==> src/rtl/multicycle_control.sv <==
// multicycle_control
//   Sequencer for a multi-cycle MIPS datapath with shared instruction/data
//   memory. A two-process FSM walks each instruction through fetch, decode,
//   execute and write-back. In each state it drives the datapath enables
//   and mux selects, and it waits on mem_ready during memory accesses.
//   It also counts retired instructions and flags unsupported opcodes.
//
//   Ports
//     clock, reset        rising-edge clock, synchronous active-high reset
//     opcode, funct       IR[31:26], IR[5:0]
//     mem_ready           memory finishes the current access this cycle
//     pc_write*, pc_source        PC load enables and next-PC source select
//     i_or_d, mem_read, mem_write memory address select and requests
//     ir_write, reg_write, reg_dst, mem_to_reg  IR and register-file write
//     alu_src_a, alu_src_b, alu_op              ALU operand and op selects
//     state               current FSM state, for debug
//     instr_done          pulse on the last cycle of every instruction
//     illegal_op          pulse in DECODE on an unsupported opcode
//     instr_count         retired-instruction counter, wraps modulo 2^CNT_W
module multicycle_control #(
    parameter int CNT_W = 32
) (
    input  logic             clock,
    input  logic             reset,
    input  logic [5:0]       opcode,
    input  logic [5:0]       funct,
    input  logic             mem_ready,
    output logic             pc_write,
    output logic             pc_write_cond,
    output logic             pc_write_cond_ne,
    output logic [1:0]       pc_source,
    output logic             i_or_d,
    output logic             mem_read,
    output logic             mem_write,
    output logic             ir_write,
    output logic             reg_write,
    output logic [1:0]       reg_dst,
    output logic [1:0]       mem_to_reg,
    output logic             alu_src_a,
    output logic [2:0]       alu_src_b,
    output logic [2:0]       alu_op,
    output logic [3:0]       state,
    output logic             instr_done,
    output logic             illegal_op,
    output logic [CNT_W-1:0] instr_count
);

    typedef enum logic [3:0] {
        S_FETCH     = 4'd0,
        S_DECODE    = 4'd1,
        S_MEM_ADDR  = 4'd2,
        S_MEM_READ  = 4'd3,
        S_MEM_WB    = 4'd4,
        S_MEM_WRITE = 4'd5,
        S_R_EXEC    = 4'd6,
        S_R_WB      = 4'd7,
        S_BRANCH    = 4'd8,
        S_JUMP      = 4'd9,
        S_I_EXEC    = 4'd10,
        S_I_WB      = 4'd11,
        S_LUI_WB    = 4'd12,
        S_JAL       = 4'd13,
        S_JR        = 4'd14
    } state_t;

    state_t r_state;
    state_t w_next;

    always_ff @(posedge clock) begin
        if (reset) begin
            r_state     <= S_FETCH;
            instr_count <= '0;
        end else begin
            r_state <= w_next;
            if (instr_done)
                instr_count <= instr_count + 1'b1;
        end
    end

    assign state = r_state;

    always_comb begin
        w_next           = r_state;
        pc_write         = 1'b0;
        pc_write_cond    = 1'b0;
        pc_write_cond_ne = 1'b0;
        pc_source        = 2'd0;
        i_or_d           = 1'b0;
        mem_read         = 1'b0;
        mem_write        = 1'b0;
        ir_write         = 1'b0;
        reg_write        = 1'b0;
        reg_dst          = 2'd0;
        mem_to_reg       = 2'd0;
        alu_src_a        = 1'b0;
        alu_src_b        = 3'd0;
        alu_op           = 3'd0;
        instr_done       = 1'b0;
        illegal_op       = 1'b0;

        case (r_state)
            S_FETCH: begin
                // PC+4 is computed every cycle. The PC and IR load only
                // when the memory returns the instruction.
                mem_read  = 1'b1;
                alu_src_b = 3'd1;
                if (mem_ready) begin
                    ir_write = 1'b1;
                    pc_write = 1'b1;
                    w_next   = S_DECODE;
                end
            end
            S_DECODE: begin
                // Branch target is computed speculatively into ALUOut.
                alu_src_b = 3'd3;
                case (opcode)
                    6'd0:                 w_next = (funct == 6'd8) ? S_JR : S_R_EXEC;
                    6'd35, 6'd43:         w_next = S_MEM_ADDR;
                    6'd4, 6'd5:           w_next = S_BRANCH;
                    6'd8, 6'd10,
                    6'd12, 6'd13, 6'd14:  w_next = S_I_EXEC;
                    6'd15:                w_next = S_LUI_WB;
                    6'd2:                 w_next = S_JUMP;
                    6'd3:                 w_next = S_JAL;
                    default: begin
                        // Unsupported opcode retires as a nop.
                        illegal_op = 1'b1;
                        instr_done = 1'b1;
                        w_next     = S_FETCH;
                    end
                endcase
            end
            S_MEM_ADDR: begin
                alu_src_a = 1'b1;
                alu_src_b = 3'd2;
                w_next    = (opcode == 6'd43) ? S_MEM_WRITE : S_MEM_READ;
            end
            S_MEM_READ: begin
                mem_read = 1'b1;
                i_or_d   = 1'b1;
                if (mem_ready)
                    w_next = S_MEM_WB;
            end
            S_MEM_WB: begin
                reg_write  = 1'b1;
                mem_to_reg = 2'd1;
                instr_done = 1'b1;
                w_next     = S_FETCH;
            end
            S_MEM_WRITE: begin
                mem_write = 1'b1;
                i_or_d    = 1'b1;
                if (mem_ready) begin
                    instr_done = 1'b1;
                    w_next     = S_FETCH;
                end
            end
            S_R_EXEC: begin
                alu_src_a = 1'b1;
                alu_op    = 3'd2;
                w_next    = S_R_WB;
            end
            S_R_WB: begin
                reg_write  = 1'b1;
                reg_dst    = 2'd1;
                instr_done = 1'b1;
                w_next     = S_FETCH;
            end
            S_BRANCH: begin
                alu_src_a        = 1'b1;
                alu_op           = 3'd1;
                pc_source        = 2'd1;
                pc_write_cond    = (opcode == 6'd4);
                pc_write_cond_ne = (opcode == 6'd5);
                instr_done       = 1'b1;
                w_next           = S_FETCH;
            end
            S_JUMP: begin
                pc_write   = 1'b1;
                pc_source  = 2'd2;
                instr_done = 1'b1;
                w_next     = S_FETCH;
            end
            S_I_EXEC: begin
                alu_src_a = 1'b1;
                // addi/slti sign-extend; andi/ori/xori zero-extend.
                alu_src_b = (opcode == 6'd8 || opcode == 6'd10) ? 3'd2 : 3'd4;
                case (opcode)
                    6'd10:   alu_op = 3'd6;
                    6'd12:   alu_op = 3'd4;
                    6'd13:   alu_op = 3'd3;
                    6'd14:   alu_op = 3'd5;
                    default: alu_op = 3'd0;
                endcase
                w_next = S_I_WB;
            end
            S_I_WB: begin
                reg_write  = 1'b1;
                instr_done = 1'b1;
                w_next     = S_FETCH;
            end
            S_LUI_WB: begin
                reg_write  = 1'b1;
                mem_to_reg = 2'd3;
                instr_done = 1'b1;
                w_next     = S_FETCH;
            end
            S_JAL: begin
                // PC already holds the return address (incremented in FETCH).
                pc_write   = 1'b1;
                pc_source  = 2'd2;
                reg_write  = 1'b1;
                reg_dst    = 2'd2;
                mem_to_reg = 2'd2;
                instr_done = 1'b1;
                w_next     = S_FETCH;
            end
            S_JR: begin
                pc_write   = 1'b1;
                pc_source  = 2'd3;
                instr_done = 1'b1;
                w_next     = S_FETCH;
            end
            default: w_next = S_FETCH;
        endcase

        // Reset cuts every write and pulse, including mid-instruction.
        if (reset) begin
            pc_write         = 1'b0;
            pc_write_cond    = 1'b0;
            pc_write_cond_ne = 1'b0;
            mem_read         = 1'b0;
            mem_write        = 1'b0;
            ir_write         = 1'b0;
            reg_write        = 1'b0;
            instr_done       = 1'b0;
            illegal_op       = 1'b0;
        end
    end

endmodule
==> config.mk <==
export PLATFORM = sky130hd
export DESIGN_NAME = multicycle_control
export DESIGN_NICKNAME = d
export VERILOG_FILES = /design/src/rtl/multicycle_control.sv
export SDC_FILE = /design/constraint.sdc
export NUM_CORES = 1
export LEC_CHECK = 0
export CAP_MARGIN = 20
export CORE_MARGIN = 2
export CORE_UTILIZATION = 40
export DETAILED_ROUTE_END_ITERATION = 8
export PLACE_DENSITY = 0.71
export RECOVER_POWER = 100
export SLEW_MARGIN = 20
export SYNTH_ARGS = -nofsm -noshare
export SYNTH_HDL_FRONTEND = slang
export SYNTH_SLANG_ARGS = --single-unit
==> constraint.sdc <==
create_clock -name clock -period 2.38 [get_ports clock]
set_input_delay 0.238 -clock clock [delete_from_list [all_inputs] [get_ports clock]]
set_output_delay 0.238 -clock clock [all_outputs]
set_load 0.05 [all_outputs]
==> impl_metrics.tcl <==
set metrics [dict create \
    mapped_cells 304 \
    timing.fmax_mhz 435 \
    synth_nets 320 \
    grt_max_degree 43 \
    startpoint_class_of_the_critical_path "input pin" \
    final_critical_path_setup_slack_ns 0.0805 \
    flops_latches_synth 36 \
    firstDrtPassIters 5 \
    vias_per_cell 5.46 \
    final_hold_viol_count 0 \
    place_inst 459 \
    design.core.area_um2 5540 \
    syn2layout_area_growth_pct 49.1 \
    dp_worst_setup_slack_ns -0.0483 \
    htreeDepth 2 \
    hold_slack_ns 0.495 \
    setup_viol 0 \
    hpwl_after_detailed_placement_um 4910 \
    synth_enable_flop_cells 0 \
    grt_first_pass_wirelength_um 10900 \
    fin_crit_sh_pct 96.6 \
    reg2reg_setup_slack_ns 0.20 \
    yosys_most_used_dff "dfxtp_1" \
    run_status "finished, final reports clean" \
    wire_per_inst_um 14.1 \
    num_vias 2556 \
    clock_sinks 36 \
    numCtsBuffers 5 \
    ctsRootBufferMaster "clkbuf_8" \
    synth_largest_area_cell "dfxtp_1" \
    grt_usage_pct 20.9 \
    max-vdd-ir-drop_v 0.000269 \
    worst_setup_path_end_kind "output port" \
    grt_antenna_before_repair 0 \
    wirelength_um 6620 \
    grt_setup_unrepaired "no" \
    criticalPathCategory "input pin to output port" \
    route.detailed.drc 0 \
    syn-cell-area_um2 2320 \
    post_layout_nonfiller_instances 468 \
    min_path_type "register to register" \
    design_power_uw 1410 \
    yosys_warning_total 0 \
    gp_routability_congestion 0.871 \
    synthTopCellsByArea "dfxtp_1 (31%), nor2_1 (8.4%), xor2_1 (6.0%)" \
    critPathRequiredTime_ns 2.14 \
    clk_latency_ns 0.29 \
    maxSlewHeadroom_pct 58.9 \
    post-route-min-period_ns 2.30 \
    power_per_cell_area_nw_per_um2 409 \
    async_flop_share_pct 0 \
    ctsHoldBuffers 0 \
    detailed_place.area_um2 3430 \
    initial_utilization_pct 41.8 \
    synth_seq_area_share_pct 31.1 \
    fin_area_um2 3450 \
    die_w_um 80.1 \
    fin_nets 411 \
    synthesis.area_per_instance_um2 7.62 \
    ant_nets 0 \
    timing_worst_slew_pin_value_ns 0.620 \
    slew_viol_final 0 \
    row_count 27 \
    ioPinCount 74 \
    synth.distinct_cells 50 \
    drt_iter0_drc 166 \
    worst-endpoint-arrival_ns 2.06 \
    num_antenna_cells 0 \
    clock_tree.buffer_depth 2 \
    leakagePower_uw 0.00139 \
    globalRouteOverflowTotal 0 \
    clock_pin_slew_worst_setup_and_hold_paths_ns 0.07 \
    fraction_of_final_layout_cells_sized_beyond_drive_strength_1_pct 16.9 \
    commonest_non_fill_non_tap_cell_in_the_layout "nor2_1" \
    first_global_vias 2404 \
    fp.dieArea_um2 6420 \
    final.setup_skew_ns 0.00750 \
    chipHeight_um 80.1 \
    tritoncts_clock_tree "built" \
    post-synth-top-area-fraction_pct 31.1 \
    critPathMaxFanout 4 \
    port_buffers 73 \
    cap_viol_max_count 0 \
    most-common-layout-cells "nor2_1 (50), dlygate4sd3_1 (37), dfxtp_1 (36), nand2_1 (28), buf_4 (28)" \
]
-- power by group --
| part | total (uW) | switching (uW) | internal [uW] |
|---|---|---|---|
| combinational | 267 | 162 | 105 |
| sequential | 613 | 6.52 | 607 |
| clock | 533 | 224 | 310 |
-- sequential cells by signal, summed over array words and instances, names as in the netlist --
signal       count
state            4
instr_count     32
-- metal layers --
metal | GRT usage (%) | wire length, um | vias to the layer above
li1 | - | - | 1271
met1 | 27.7 | 3090 | 1201
met2 | 33.8 | 3050 | 72
met3 | 4.27 | 362 | 12
met4 | 6.95 | 111 | 0
met5 | 0 | 0 | -
-- metrics by stage --
| step | TNS [ns] | util, % |
|---|---|---|
| finish | 0 | 62.4 |
| detailed placement | -0.600 | 61.9 |
| global placement | -0.00108 | 61.9 |
| global route | 0 | 62.4 |
| CTS | 0 | 64.1 |
| floorplan | -0.704 | - |
-- synth_stat cells (2+ instances only) --
cell type / number
xor2_1: 16
inv_1: 4
nor3_1: 20
a211oi_1: 2
clkbuf_1: 11
buf_6: 3
a21o_1: 2
nor4b_1: 2
nand2b_1: 2
and4_1: 4
nor3b_1: 3
o21ai_0: 12
a21oi_1: 14
or3_1: 5
and3_1: 6
and2_1: 6
nor2b_1: 4
a22oi_1: 2
nand3_1: 9
nor4_1: 3
or4bb_1: 2
nor2_1: 52
xnor2_1: 12
dfxtp_1: 36
nand4_1: 17
a31oi_1: 3
buf_2: 2
nand2_1: 28
-- critical path: stages --
cell and delay, ns:
clkdlybuf4s50_1 0.45, or4bb_1 0.51, a31o_2 0.27, a32oi_2 0.23
buf_4 0.15, nor2_1 0.04, buf_6 0.17
-- repair_timing --
action	in CTS	in global routing
endpoints found under the hold margin	0	0
setup buffers	1	0
resized for setup	2	4
setup endpoints to repair	1	3
-- cell type report --
cell class | instances | area [um^2]
well taps | 72 | 90.1
multi-input cells | 246 | 1540
inverters | 5 | 18.8
clock inverters | 3 | 42.5
flip-flops and latches | 36 | 721
fillers | 507 | 2090
repair buffers | 101 | 975
clock buffers | 5 | 68.8
-- final timing paths --
| check | startpoint | depth (start not counted) | end |
|---|---|---|---|
| worst max-delay path | opcode[0] | 7 | instr_done |
| worst min-delay path | instr_count[31] | 2 | instr_count[31] |
| worst max register to register | state[2] | 8 | instr_count[29] |
| worst min register to register | instr_count[31] | 2 | instr_count[31] |
-- logic make-up after synthesis --
group	share of synthesized area, %
buffers and inverters	4.64
flip-flops	31.1
AO/OA/AOI/OAI	14.0
XOR/XNOR	10.6
adder cells (fa/ha/maj)	0.540
multiplexers	0.432
AND/OR/NAND/NOR	38.7
Power figures use the tool's default switching activity.
==> variant (same flow settings) <==
Change the parameter `CNT_W` from 32 to 16.
--- a/src/rtl/multicycle_control.sv
+++ b/src/rtl/multicycle_control.sv
@@ -19,5 +19,5 @@
 //     instr_count         retired-instruction counter, wraps modulo 2^CNT_W
 module multicycle_control #(
-    parameter int CNT_W = 32
+    parameter int CNT_W = 16
 ) (
     input  logic             clock,
Ports: changed (resized instr_count); port bits go from 74 to 58. No check against the original RTL was run, so the function may have changed too.
==> variant against the original RTL <==
  * Combinational power decreased by 9.7%
  * Cell area decreased by 23%
  * Power decreased by 40%
  * Setup slack improved by 0.041 ns
  * Routed wire length decreased by 24%
  * Sequential share of layout area decreased by 5.8 points
  * Die area decreased by 20%
  * Synthesized area decreased by 21%
  * Utilization decreased by 1.9 points
  * Non-clock buffer count decreased by 22
  * Sequential power decreased by 43%
  * Sequential cell count decreased by 16
==> variant: results (changes against the original RTL) <==
| Stage | Item | Value | vs unedited |
|---|---|---|---|
| synth | Portion of the post-synthesis area used by sequential elements | 21.8% | -9.3 points |
| synth | Post-synthesis instance total | 243 | -20% |
| clocking | Clock insertion delay at the later pin of the skew report | 0.25 ns | -0.04 ns |
| worst setup path | Worst EP arrival | 2.02 ns | -0.04 ns |
| route | Detailed Route Iter0 Violations | 141 | -15% |
| power | Leakage component of the power | 1.06 nW | -23% |
| layout | Fraction of area in clock buffers and inverters | 2.08% | -1.1 points |
| worst setup path | Slack of the worst reg-to-reg path | 0.14 ns | -0.06 ns |
| worst setup path | Top fanout value on the critical path | 15 | +11 |
| layout | Share of cells above drive strength 1 | 23.2% | +6.3 points |
| grt | Pin count of the biggest net entering global routing | 33 | -23% |
| placed design | Sum of net half-perimeters after detailed placement | 3.82 mm | -22% |
| power | Fraction of power spent switching nets | 30.8% | +3.1 points |
| grt | First-pass GRT wire length | 8.33 mm | -24% |
| synth | Cells taking the most area after synthesis | dfxtp_1 (22%), nor2_1 (7.2%), nor2b_1 (6.1%) |  |
| grt | Overall Global Routing Usage | 19.6% | -1.3 points |
| worst setup path | Top cell family by delay on the critical path | flip-flops |  |
| synth | Synthesized area per cell | 7.55 µm² | -0.90% |
| sta | Transition at the pin with the smallest max-transition slack | 0.607 ns | -0.0130 ns |
| sta | Worst Skew | 0.00153 ns | -0.00597 ns |
| grt | Via count of the first global-routing pass | 1781 | -26% |
| synth | Post-synth cell types | 57 | +14% |
| worst setup path | Count of buffer and inverter cells on the critical path | 1 | -2 |
| synth | Leading cell types by count after synthesis | nor2_1 (35), dfxtp_1 (20), nand2_1 (18), nor2b_1 (18), a21oi_1 (15) |  |
| route | DR vias/cell | 5.45 | -0.16% |
| clocking | Number of H-tree levels | 1 | -1 |
| synth | Synth Net Count | 259 | -19% |
| placed design | Placed Cells | 356 | -22% |
| placed design | Post-Place Cell Area | 0.00267 mm² | -22% |
| placed design | Final weighted congestion in routability-driven placement | 0.872 | +0.10% |
| layout | # fillers | 410 | -19% |
| layout | Clock Buffer Count | 4 | -1 |
| worst setup path | Biggest cell delay along the critical path | 0.58 ns | +0.07 ns |
| power | Share of power burned in the clock network | 30.4% | -7.3 points |
| power | Portion of total power attributed to sequential cells | 41.1% | -2.3 points |
| run status | Run status | completed |  |
-- variant: changes by cell type after synthesis, moves of 5 or more --
cell	delta
nand4_1	-11
nand2_1	-10
nor2_1	-17
dfxtp_1	-16
o21ai_0	-7
xnor2_1	-12
nor2b_1	+14
xor2_1	-15
nand3_1	+5
nor3_1	-12
mux2_4	+6
a21oi_2	+5
mux2_2	+7
-- variant: repair_timing --
| action | in CTS | in global routing |
|---|---|---|
| resized for setup | 0 | 1 |
| buffers inserted | 0 | 2 |
| hold buffers | 0 | 0 |
| endpoints found under the setup margin | 0 | 2 |
-- variant: cell families after synthesis --
| kind of cell | Yosys count | share of synthesized area, % |
|---|---|---|
| AO/OA/AOI/OAI | 56 | 23.0 |
| flip-flops | 20 | 21.8 |
| multiplexers | 14 | 9.82 |
| XOR/XNOR | 1 | 0.477 |
| AND/OR/NAND/NOR | 130 | 38.2 |
| buffers and inverters | 21 | 6.00 |
| adder cells (fa/ha/maj) | 1 | 0.682 |
-- variant: final timing paths --
path | from | cells after the start | end
min reg2reg | instr_count[1] | 2 | instr_count[1]
min | instr_count[1] | 2 | instr_count[1]
max reg2reg | state[1] | 6 | instr_count[5]
max | state[1] | 5 | instr_done
-- variant: through the flow --
stage                     hold WS (ns)  worst slack [ns]  power, mW
after global routing             0.564           0.00565      0.886
after global placement           0.526             0.175      0.598
after CTS                        0.543            0.0333      0.857
final                            0.537             0.122      0.846
after floorplan                  0.421           -0.0687      0.506
after detailed placement         0.527             0.146      0.601
-- variant: routing by layer --
| metal | GRT usage (%) | share of wire, % |
|---|---|---|
| met5 | 0 | 0 |
| met4 | 3.77 | 0.36 |
| met3 | 3.23 | 5.0 |
| met2 | 33.6 | 49 |
| met1 | 26.2 | 46 |
